==> src/rtl/op_handler_dispatcher.sv <==
// Op handler dispatcher: accepts one decoded op per trigger, fires a
// one-cycle trigger at the mapped handler, waits for its done, and
// reports completion upstream, with an optional watchdog.
//
// Ports:
//   clk, reset        clock, synchronous active-high reset
//   trigger, op_in    upstream request and op word (sampled in IDLE)
//   busy, done, error status to upstream (error = forced by timeout)
//   handler_trigger   one-hot, one-cycle trigger to selected handler
//   handler_op        latched op broadcast to all handlers
//   handler_done      per-handler completion (level or pulse)
//   active_idx        index of the selected handler
module op_handler_dispatcher #(
    parameter int NUM_HANDLERS   = 3,
    parameter int CMD_W          = 4,
    parameter int OP_W           = 64,
    parameter int IDX_W          = (NUM_HANDLERS > 1) ? $clog2(NUM_HANDLERS) : 1,
    parameter logic [(2**CMD_W)*IDX_W-1:0] HANDLER_MAP = {
        {(2**CMD_W-4){IDX_W'(2)}},
        IDX_W'(1), IDX_W'(1), IDX_W'(0), IDX_W'(0)
    },
    parameter int DEFAULT_IDX    = NUM_HANDLERS - 1,
    parameter int TIMEOUT_CYCLES = 0
) (
    input  logic                    clk,
    input  logic                    reset,
    input  logic                    trigger,
    input  logic [OP_W-1:0]         op_in,
    output logic                    busy,
    output logic                    done,
    output logic                    error,
    output logic [NUM_HANDLERS-1:0] handler_trigger,
    output logic [OP_W-1:0]         handler_op,
    input  logic [NUM_HANDLERS-1:0] handler_done,
    output logic [IDX_W-1:0]        active_idx
);

    localparam int CNT_W =
        (TIMEOUT_CYCLES > 1) ? $clog2(TIMEOUT_CYCLES) : 1;
    localparam logic [CNT_W-1:0] CNT_LAST =
        CNT_W'((TIMEOUT_CYCLES > 0) ? TIMEOUT_CYCLES - 1 : 0);

    typedef enum logic [1:0] {
        S_IDLE,
        S_DISPATCH,
        S_WAIT,
        S_FINISH
    } state_t;

    state_t                  state_q, state_d;
    logic                    busy_q, busy_d;
    logic                    done_q, done_d;
    logic                    error_q, error_d;
    logic [NUM_HANDLERS-1:0] trig_q, trig_d;
    logic [OP_W-1:0]         op_q, op_d;
    logic [IDX_W-1:0]        idx_q, idx_d;
    logic [CNT_W-1:0]        cnt_q, cnt_d;

    // Unpack the flat map into one entry per cmd value.
    logic [IDX_W-1:0] map_tbl [2**CMD_W];

    for (genvar c = 0; c < 2**CMD_W; c++) begin : g_map
        assign map_tbl[c] = HANDLER_MAP[c*IDX_W +: IDX_W];
    end

    logic [CMD_W-1:0]        cmd;
    logic [IDX_W-1:0]        raw_idx;
    logic [IDX_W-1:0]        sel_idx;
    logic [NUM_HANDLERS-1:0] done_sh;
    logic                    sel_done;
    logic                    timeout_hit;

    assign cmd     = op_in[CMD_W-1:0];
    assign raw_idx = map_tbl[cmd];

    // Out-of-range map entries fall back to the default handler.
    always_comb begin
        sel_idx = raw_idx;
        if (NUM_HANDLERS == 1) begin
            sel_idx = '0;
        end else if ({{(32-IDX_W){1'b0}}, raw_idx} >= 32'(NUM_HANDLERS)) begin
            sel_idx = IDX_W'(DEFAULT_IDX);
        end
    end

    // Only the selected handler's done bit is ever looked at.
    assign done_sh  = handler_done >> idx_q;
    assign sel_done = done_sh[0];

    assign timeout_hit = (TIMEOUT_CYCLES != 0) && (cnt_q == CNT_LAST);

    always_comb begin
        state_d = state_q;
        busy_d  = busy_q;
        done_d  = 1'b0;
        error_d = error_q;
        trig_d  = '0;
        op_d    = op_q;
        idx_d   = idx_q;
        cnt_d   = '0;
        unique case (state_q)
            S_IDLE: begin
                if (trigger) begin
                    op_d    = op_in;
                    idx_d   = sel_idx;
                    error_d = 1'b0;
                    busy_d  = 1'b1;
                    trig_d  = NUM_HANDLERS'(1) << sel_idx;
                    state_d = S_DISPATCH;
                end
            end
            S_DISPATCH: begin
                if (sel_done) begin
                    done_d  = 1'b1;
                    state_d = S_FINISH;
                end else begin
                    state_d = S_WAIT;
                end
            end
            S_WAIT: begin
                cnt_d = cnt_q + 1'b1;
                // A real done beats a simultaneous watchdog expiry.
                if (sel_done) begin
                    done_d  = 1'b1;
                    state_d = S_FINISH;
                end else if (timeout_hit) begin
                    done_d  = 1'b1;
                    error_d = 1'b1;
                    state_d = S_FINISH;
                end
            end
            S_FINISH: begin
                busy_d  = 1'b0;
                state_d = S_IDLE;
            end
            default: begin
                busy_d  = 1'b0;
                state_d = S_IDLE;
            end
        endcase
    end

    always_ff @(posedge clk) begin
        if (reset) begin
            state_q <= S_IDLE;
            busy_q  <= 1'b0;
            done_q  <= 1'b0;
            error_q <= 1'b0;
            trig_q  <= '0;
            op_q    <= '0;
            idx_q   <= '0;
            cnt_q   <= '0;
        end else begin
            state_q <= state_d;
            busy_q  <= busy_d;
            done_q  <= done_d;
            error_q <= error_d;
            trig_q  <= trig_d;
            op_q    <= op_d;
            idx_q   <= idx_d;
            cnt_q   <= cnt_d;
        end
    end

    assign busy            = busy_q;
    assign done            = done_q;
    assign error           = error_q;
    assign handler_trigger = trig_q;
    assign handler_op      = op_q;
    assign active_idx      = idx_q;

endmodule

==> config.mk <==
export PLATFORM = sky130hd
export DESIGN_NAME = op_handler_dispatcher
export DESIGN_NICKNAME = d
export VERILOG_FILES = /design/src/rtl/op_handler_dispatcher.sv
export SDC_FILE = /design/constraint.sdc
export NUM_CORES = 1
export LEC_CHECK = 0
export CAP_MARGIN = 25
export CORE_MARGIN = 5
export CORE_UTILIZATION = 35
export DETAILED_ROUTE_END_ITERATION = 10
export GPL_TIMING_DRIVEN = 0
export PLACE_DENSITY_LB_ADDON = 0.1
export SETUP_SLACK_MARGIN = 0.02
export SYNTH_ARGS = -nofsm -noshare
export SYNTH_HDL_FRONTEND = slang
export SYNTH_SLANG_ARGS = --single-unit
export TNS_END_PERCENT = 100
==> constraint.sdc <==
create_clock -name clk -period 1.6 [get_ports clk]
set_input_delay 0.4 -clock clk [delete_from_list [all_inputs] [get_ports clk]]
set_output_delay 0.4 -clock clk [all_outputs]
set_load 0.02 [all_outputs]
==> results.sh, run 1 <==
export IMPL_fp_dieW_um=96.98
export IMPL_cts_buffers=9
export IMPL_syn_instance_count=327
export IMPL_hold_path_endpoint="handler_op[46]"
export IMPL_fill_cells=711
export IMPL_cp_max_fo=3
export IMPL_syn_area_um2=2648
export IMPL_grt_pass1_wl_um=12830
export IMPL_grt_max_degree=13
export IMPL_worst_pin_slew_ns=0.5250
export IMPL_post_drt_wl_per_cell_um=13.38
export IMPL_place_gp_congestion=0.7339
export IMPL_syn2layout_area_growth_pct=66.07
export IMPL_dpl_hpwl_um=5963
export IMPL_ioPinCount=142
export IMPL_fin_crit_ns=1.595
export IMPL_nets=555
export IMPL_vias=2614
export IMPL_fin_skew_ns=0.01011
export IMPL_cp_required_ns=1.80
export IMPL_hp_class="reg2reg"
export IMPL_antenna_found_initial=0
export IMPL_ff2ff_path_depth=6
export IMPL_io_buffers=139
export IMPL_crit_type="reg2reg"
export IMPL_ys_ff_latch=73
export IMPL_rr_endpoint="state_q[0]"
export IMPL_arrival_ns=1.80
export IMPL_start_kind="flop"
export IMPL_finalMaxSlewViolations=0
export IMPL_hold_buffers=0
export IMPL_synth_area_leader_cell="dfxtp_1"
export IMPL_clockBufferDepth=2
export IMPL_grt_ovfl_total=0
export IMPL_detail_route_antenna_nets=0
export IMPL_cpPeakStageDelay_ns=0.39
export IMPL_grt_usage=0.1665
export IMPL_synthDistinctLibCells=24
export IMPL_core_area_um2=7292
export IMPL_cts_root_buffer_cell="clkbuf_8"
export IMPL_cts_num_sinks=73
export IMPL_period_share=0.9969
export IMPL_swShare=0.3464
export IMPL_slew_headroom=0.6500
export IMPL_fin_util=0.6030
export IMPL_synth_seq_area_share=0.5520
export IMPL_worst_setup_path_end_kind="flop"
export IMPL_drive_above_1_share=0.09072
export IMPL_post_layout_nonfiller_instances=584
export IMPL_clk_latency_ns=0.33
export IMPL_placedInstanceArea_um2=4164
export IMPL_drc_errors=0
export IMPL_yosysWarnings=0
export IMPL_p_seq_frac=0.361
export IMPL_die_height_um=96.98
export IMPL_drv_cap=0
export IMPL_avgSynthCellArea_um2=8.096
export IMPL_ctsHtreeMaxLevel=3
export IMPL_p_clk_frac=0.268
export IMPL_setup_viol=0
export IMPL_rows=31
export IMPL_fin_area_um2=4397
export IMPL_status="finished, final reports clean"
export IMPL_syn_num_nets=402
export IMPL_hold_depth=2
export IMPL_die_area_um2=9404
export IMPL_p_int_mw=4.251
export IMPL_dp_cells=565
export IMPL_path_buf_inv=1
export IMPL_critPathTopFamily="compound AO/OA/AOI/OAI gates"
export IMPL_leakage_nw=1.968
export IMPL_wl_um=7812
export IMPL_rsz0062_at_grt="true"
export IMPL_crit_reg2reg_launch="state_q[0]"
export IMPL_fmax_mhz=627.0
export IMPL_ir_worst_vdd_mv=0.6385
export IMPL_hp_start="handler_op[46]"
export IMPL_worst_r2r_setup_slack_ns=0.005
export IMPL_synth_area_leaders="dfxtp_1, nand2_1, a21oi_1"
export IMPL_power_density_nw_per_um2=1479
export IMPL_start_util=0.3631
export IMPL_slowest_stage="a221o_1"
export IMPL_synth_top_area_share=0.5520
export IMPL_drt_iter0_drc=43
export IMPL_cts_clk_slew_worst_paths_ns=0.08
export IMPL_crit_chain="inv_4 > ha_4 > and2_4 > a221o_1 > a2111oi_4 > nor4b_2"
export IMPL_firstDrtPassIters=4
export IMPL_cts_tree="built"
export IMPL_grt_pass1_vias=2590
export IMPL_hold_viol=0
export IMPL_combPwrFrac=0.371
export IMPL_vias_per_cell=4.476
export IMPL_num_antenna_cells=0
export IMPL_p_sw_mw=2.253
-- registers in the layout, indices dropped and copies added, names as in the netlist --
signal and cells:
active_idx 2, busy 1, done 1, handler_op 64, handler_trigger 3, state_q 2
-- final cells by class --
| cell class | instances | area (um^2) | area share |
|---|---|---|---|
| clock inverter | 4 | 98.84 | 0.02248 |
| clock buffer | 12 | 145.1 | 0.03301 |
| multi-input combinational | 228 | 1099 | 0.2499 |
| inverter | 2 | 10.01 | 0.002277 |
| timing repair buffer | 143 | 1329 | 0.3022 |
| sequential | 73 | 1466 | 0.3335 |
| buffer | 23 | 125.1 | 0.02846 |
| tap | 99 | 123.9 | 0.02817 |
-- cell usage after synthesis --
library cell  count
and3b_1           1
a221o_1           1
a21oi_1          66
nand2b_2          1
ha_1              5
nor4b_1           1
clkbuf_1         13
a2111oi_4         1
nor2b_1           2
buf_1             5
mux2i_1           3
buf_2             5
buf_4             1
inv_1             2
nor2_1            5
nand3_1           1
nor3_1            3
nand2_1         132
dfxtp_1          73
nor4b_2           1
a211oi_1          1
conb_1            1
and2_1            2
nand2b_1          1
-- kinds of logic (layout without fill, tap and decap cells) --
group,Yosys count,count (layout),synth area share
and+or+nand+nor,150,150,0.2292
DFF,73,73,0.5520
adders and majority gates,5,5,0.02363
muxes,3,3,0.01134
AOI/OAI and AO/OA,69,69,0.1418
other,1,1,0.001416
buffers and inverters,26,184,0.04065
-- metrics by stage --
step	hold slack (ns)	TNS [ns]	setup slack, ns	total power [mW]
finish	0.4517	0	0.005008	6.504
global route	0.4711	-0.1149	-0.06066	6.939
CTS	0.4539	0	0.02057	6.580
detailed placement	0.4453	-23.20	-0.5829	4.900
global placement	0.4411	-21.31	-0.5096	4.853
floorplan	0.4767	0	0.07687	3.775
-- worst min-delay path: stages (launching register included) --
cell and delay, ns:
dfxtp_1 0.31, nand2_1 0.05, a21oi_1 0.05
-- metal layers --
metal | GRT usage | vias to the layer above | share of wire
met2 | 0.2787 | 93 | 0.48
met4 | 0.05832 | 0 | 0.010
met3 | 0.06906 | 8 | 0.091
met5 | 0 | - | 0
li1 | - | 1357 | -
met1 | 0.1905 | 1156 | 0.42
-- cell usage in the layout (no fill, tap or decap), types with 3 or more instances in the layout --
| cell | count |
|---|---|
| bufinv_16 | 3 |
| dfxtp_1 | 71 |
| mux2i_1 | 3 |
| buf_4 | 8 |
| nand2_1 | 131 |
| ha_1 | 3 |
| a21oi_1 | 66 |
| nor3_1 | 3 |
| clkdlybuf4s50_1 | 68 |
| clkbuf_1 | 10 |
| clkbuf_2 | 6 |
| dlygate4sd2_1 | 70 |
| clkbuf_8 | 10 |
| nor2_1 | 5 |
-- power groups by stage --
stage	logic [mW]	registers, mW	clock network, mW
2_1_floorplan	0.996	2.78	0
4_1_cts	2.43	2.35	1.79
3_3_place_gp	2.47	2.38	0
6_report	2.41	2.35	1.74
3_5_place_dp	2.50	2.40	0
5_1_grt	2.66	2.40	1.88
-- how the worst max path moves through the flow --
stage,start,end,slack [ns],cells after the start
after global placement,trigger,handler_op[14],-0.51,6
after floorplan,state_q[0],state_q[0],0.08,6
after detailed placement,trigger,handler_op[13],-0.58,6
final,state_q[0],state_q[0],0.005,6
after global routing,state_q[1],state_q[0],-0.06,6
after CTS,state_q[0],state_q[0],0.02,6
-- what timing repair did --
item	CTS	global route
resized for setup	89	11
setup endpoints to repair	137	40
setup buffers	4	0
pin swaps	4	0
endpoints found under the hold margin	0	0
Note: power is estimated with default switching activity, not from simulation.
==> inputs of run 2 (changes only) <==
--- a/config.mk
+++ b/config.mk
@@ -8,10 +8,10 @@
 export CAP_MARGIN = 25
 export CORE_MARGIN = 5
 export CORE_UTILIZATION = 35
+export CTS_CLUSTER_DIAMETER = 150
 export DETAILED_ROUTE_END_ITERATION = 10
 export GPL_TIMING_DRIVEN = 0
 export PLACE_DENSITY_LB_ADDON = 0.1
-export SETUP_SLACK_MARGIN = 0.02
 export SYNTH_ARGS = -nofsm -noshare
 export SYNTH_HDL_FRONTEND = slang
 export SYNTH_SLANG_ARGS = --single-unit
==> results.sh, run 2 (synthesized netlist as in run 1, its figures left out) <==
export IMPL_antenna_found_initial=0
export IMPL_place_gp_congestion=0.7339
export IMPL_hp_start="handler_op[46]"
export IMPL_hold_viol=0
export IMPL_drv_cap=0
export IMPL_firstDrtPassIters=4
export IMPL_p_clk_frac=0.269
export IMPL_swShare=0.3478
export IMPL_status="finished, final reports clean"
export IMPL_core_area_um2=7292
export IMPL_fin_util=0.6031
export IMPL_hold_path_endpoint="handler_op[46]"
export IMPL_slew_headroom=0.6532
export IMPL_grt_usage=0.1668
export IMPL_drc_errors=0
export IMPL_fill_cells=710
export IMPL_worst_pin_slew_ns=0.5203
export IMPL_multi_input_area_um2=1096
export IMPL_finalMaxSlewViolations=0
export IMPL_die_area_um2=9404
export IMPL_cp_required_ns=1.81
export IMPL_grt_max_degree=13
export IMPL_grt_pass1_wl_um=12840
export IMPL_fp_dieW_um=96.98
export IMPL_start_kind="flop"
export IMPL_dpl_worst_slack_ns=-0.5829
export IMPL_num_antenna_cells=0
export IMPL_grt_pass1_vias=2590
export IMPL_clockBufferDepth=2
export IMPL_dpl_hpwl_um=5963
export IMPL_rows=31
export IMPL_cts_root_buffer_cell="clkbuf_8"
export IMPL_rr_endpoint="state_q[0]"
export IMPL_clk_latency_ns=0.34
export IMPL_post_drt_wl_per_cell_um=13.42
export IMPL_vias=2626
export IMPL_p_int_mw=4.246
export IMPL_mostFrequentLayoutCell="nand2_1"
export IMPL_die_height_um=96.98
export IMPL_crit_reg2reg_launch="state_q[0]"
export IMPL_leakage_nw=1.964
export IMPL_most_common_layout_cells="nand2_1, dfxtp_1, dlygate4sd2_1, clkdlybuf4s50_1, a21oi_1"
export IMPL_ioPinCount=142
export IMPL_syn2layout_area_growth_pct=66.12
export IMPL_fmax_mhz=633.6
export IMPL_ctsHtreeMaxLevel=3
export IMPL_wl_um=7839
export IMPL_setup_ws_ns=0.02162
export IMPL_grt_ovfl_total=0
export IMPL_drive_above_1_share=0.08454
export IMPL_cp_max_fo=3
export IMPL_setup_viol=0
export IMPL_period_share=0.9865
export IMPL_crit_type="reg2reg"
export IMPL_p_seq_frac=0.361
export IMPL_rsz0062_at_grt="true"
export IMPL_start_util=0.3631
export IMPL_ff2ff_path_depth=6
export IMPL_cts_buffers=9
export IMPL_cts_clk_slew_worst_paths_ns=0.08
export IMPL_fin_skew_ns=0.01121
export IMPL_detail_route_antenna_nets=0
export IMPL_hp_class="reg2reg"
export IMPL_combPwrFrac=0.370
export IMPL_dp_cells=565
export IMPL_worst_r2r_setup_slack_ns=0.02
export IMPL_hold_buffers=0
export IMPL_drt_iter0_drc=49
export IMPL_worst_setup_path_end_kind="flop"
export IMPL_ir_worst_vdd_mv=0.6382
export IMPL_nets=555
export IMPL_largest_reg_flops=64
export IMPL_power_density_nw_per_um2=1480
export IMPL_post_layout_nonfiller_instances=584
export IMPL_cts_tree="built"
export IMPL_io_buffers=139
export IMPL_cts_num_sinks=73
export IMPL_p_sw_mw=2.265
export IMPL_seq_area_um2=1466
export IMPL_arrival_ns=1.78
export IMPL_fin_crit_ns=1.578
export IMPL_hold_depth=2
export IMPL_vias_per_cell=4.497
## run 2: layer usage
| layer | track usage | wire length [um] |
|---|---|---|
| met3 | 0.06906 | 752 |
| met4 | 0.06371 | 121 |
| met2 | 0.2755 | 3712 |
| met5 | 0 | 0 |
| met1 | 0.1918 | 3252 |
## run 2: layout make-up
| cell class | instances | area share |
|---|---|---|
| Buffer | 23 | 0.02817 |
| Clock buffer | 12 | 0.03300 |
| Sequential cell | 73 | 0.3334 |
| Tap cell | 99 | 0.02817 |
| Inverter | 2 | 0.002276 |
| Clock inverter | 4 | 0.02248 |
| Multi-Input combinational cell | 228 | 0.2492 |
| Timing Repair Buffer | 143 | 0.3033 |
## run 2: worst max-delay path: stages, from the launching register on
cell and delay (ns):
dfxtp_2 0.37, inv_4 0.06, ha_2 0.19, nor2b_1 0.15, a221o_1 0.31, a2111oi_4 0.29, nor4b_2 0.08
## run 2: worst max path at each step
| stage | cells after the start | slack, ns | startpoint | endpoint |
|---|---|---|---|---|
| floorplan | 6 | 0.08 | state_q[0] | state_q[0] |
| global placement | 6 | -0.51 | trigger | handler_op[14] |
| detailed placement | 6 | -0.58 | trigger | handler_op[13] |
| CTS | 6 | 0.01 | state_q[1] | state_q[0] |
| global route | 6 | -0.06 | state_q[0] | state_q[0] |
| finish | 6 | 0.02 | state_q[0] | state_q[0] |
## run 2: stage by stage
stage               setup TNS [ns]  cell area (um^2)  hold slack, ns  power, mW
detailed placement          -23.20              4164          0.4453      4.900
CTS                              0              4385          0.4539      6.572
floorplan                        0              2649          0.4767      3.775
finish                           0              4398          0.4517      6.511
global placement            -21.31              4164          0.4411      4.853
global route               -0.1002              4398          0.4711      6.936
## run 2: power by group through the flow
stage / Combinational [mW] / Clock [mW] / Sequential, mW
2_1_floorplan: 0.996 / 0 / 2.78
3_3_place_gp: 2.47 / 0 / 2.38
3_5_place_dp: 2.50 / 0 / 2.40
4_1_cts: 2.43 / 1.79 / 2.34
5_1_grt: 2.66 / 1.88 / 2.39
6_report: 2.41 / 1.75 / 2.35
## run 2: repair_timing
action,in CTS,in global routing
setup buffers,4,0
resized for setup,86,9
pin swaps,3,1
endpoints found under the setup margin,135,31
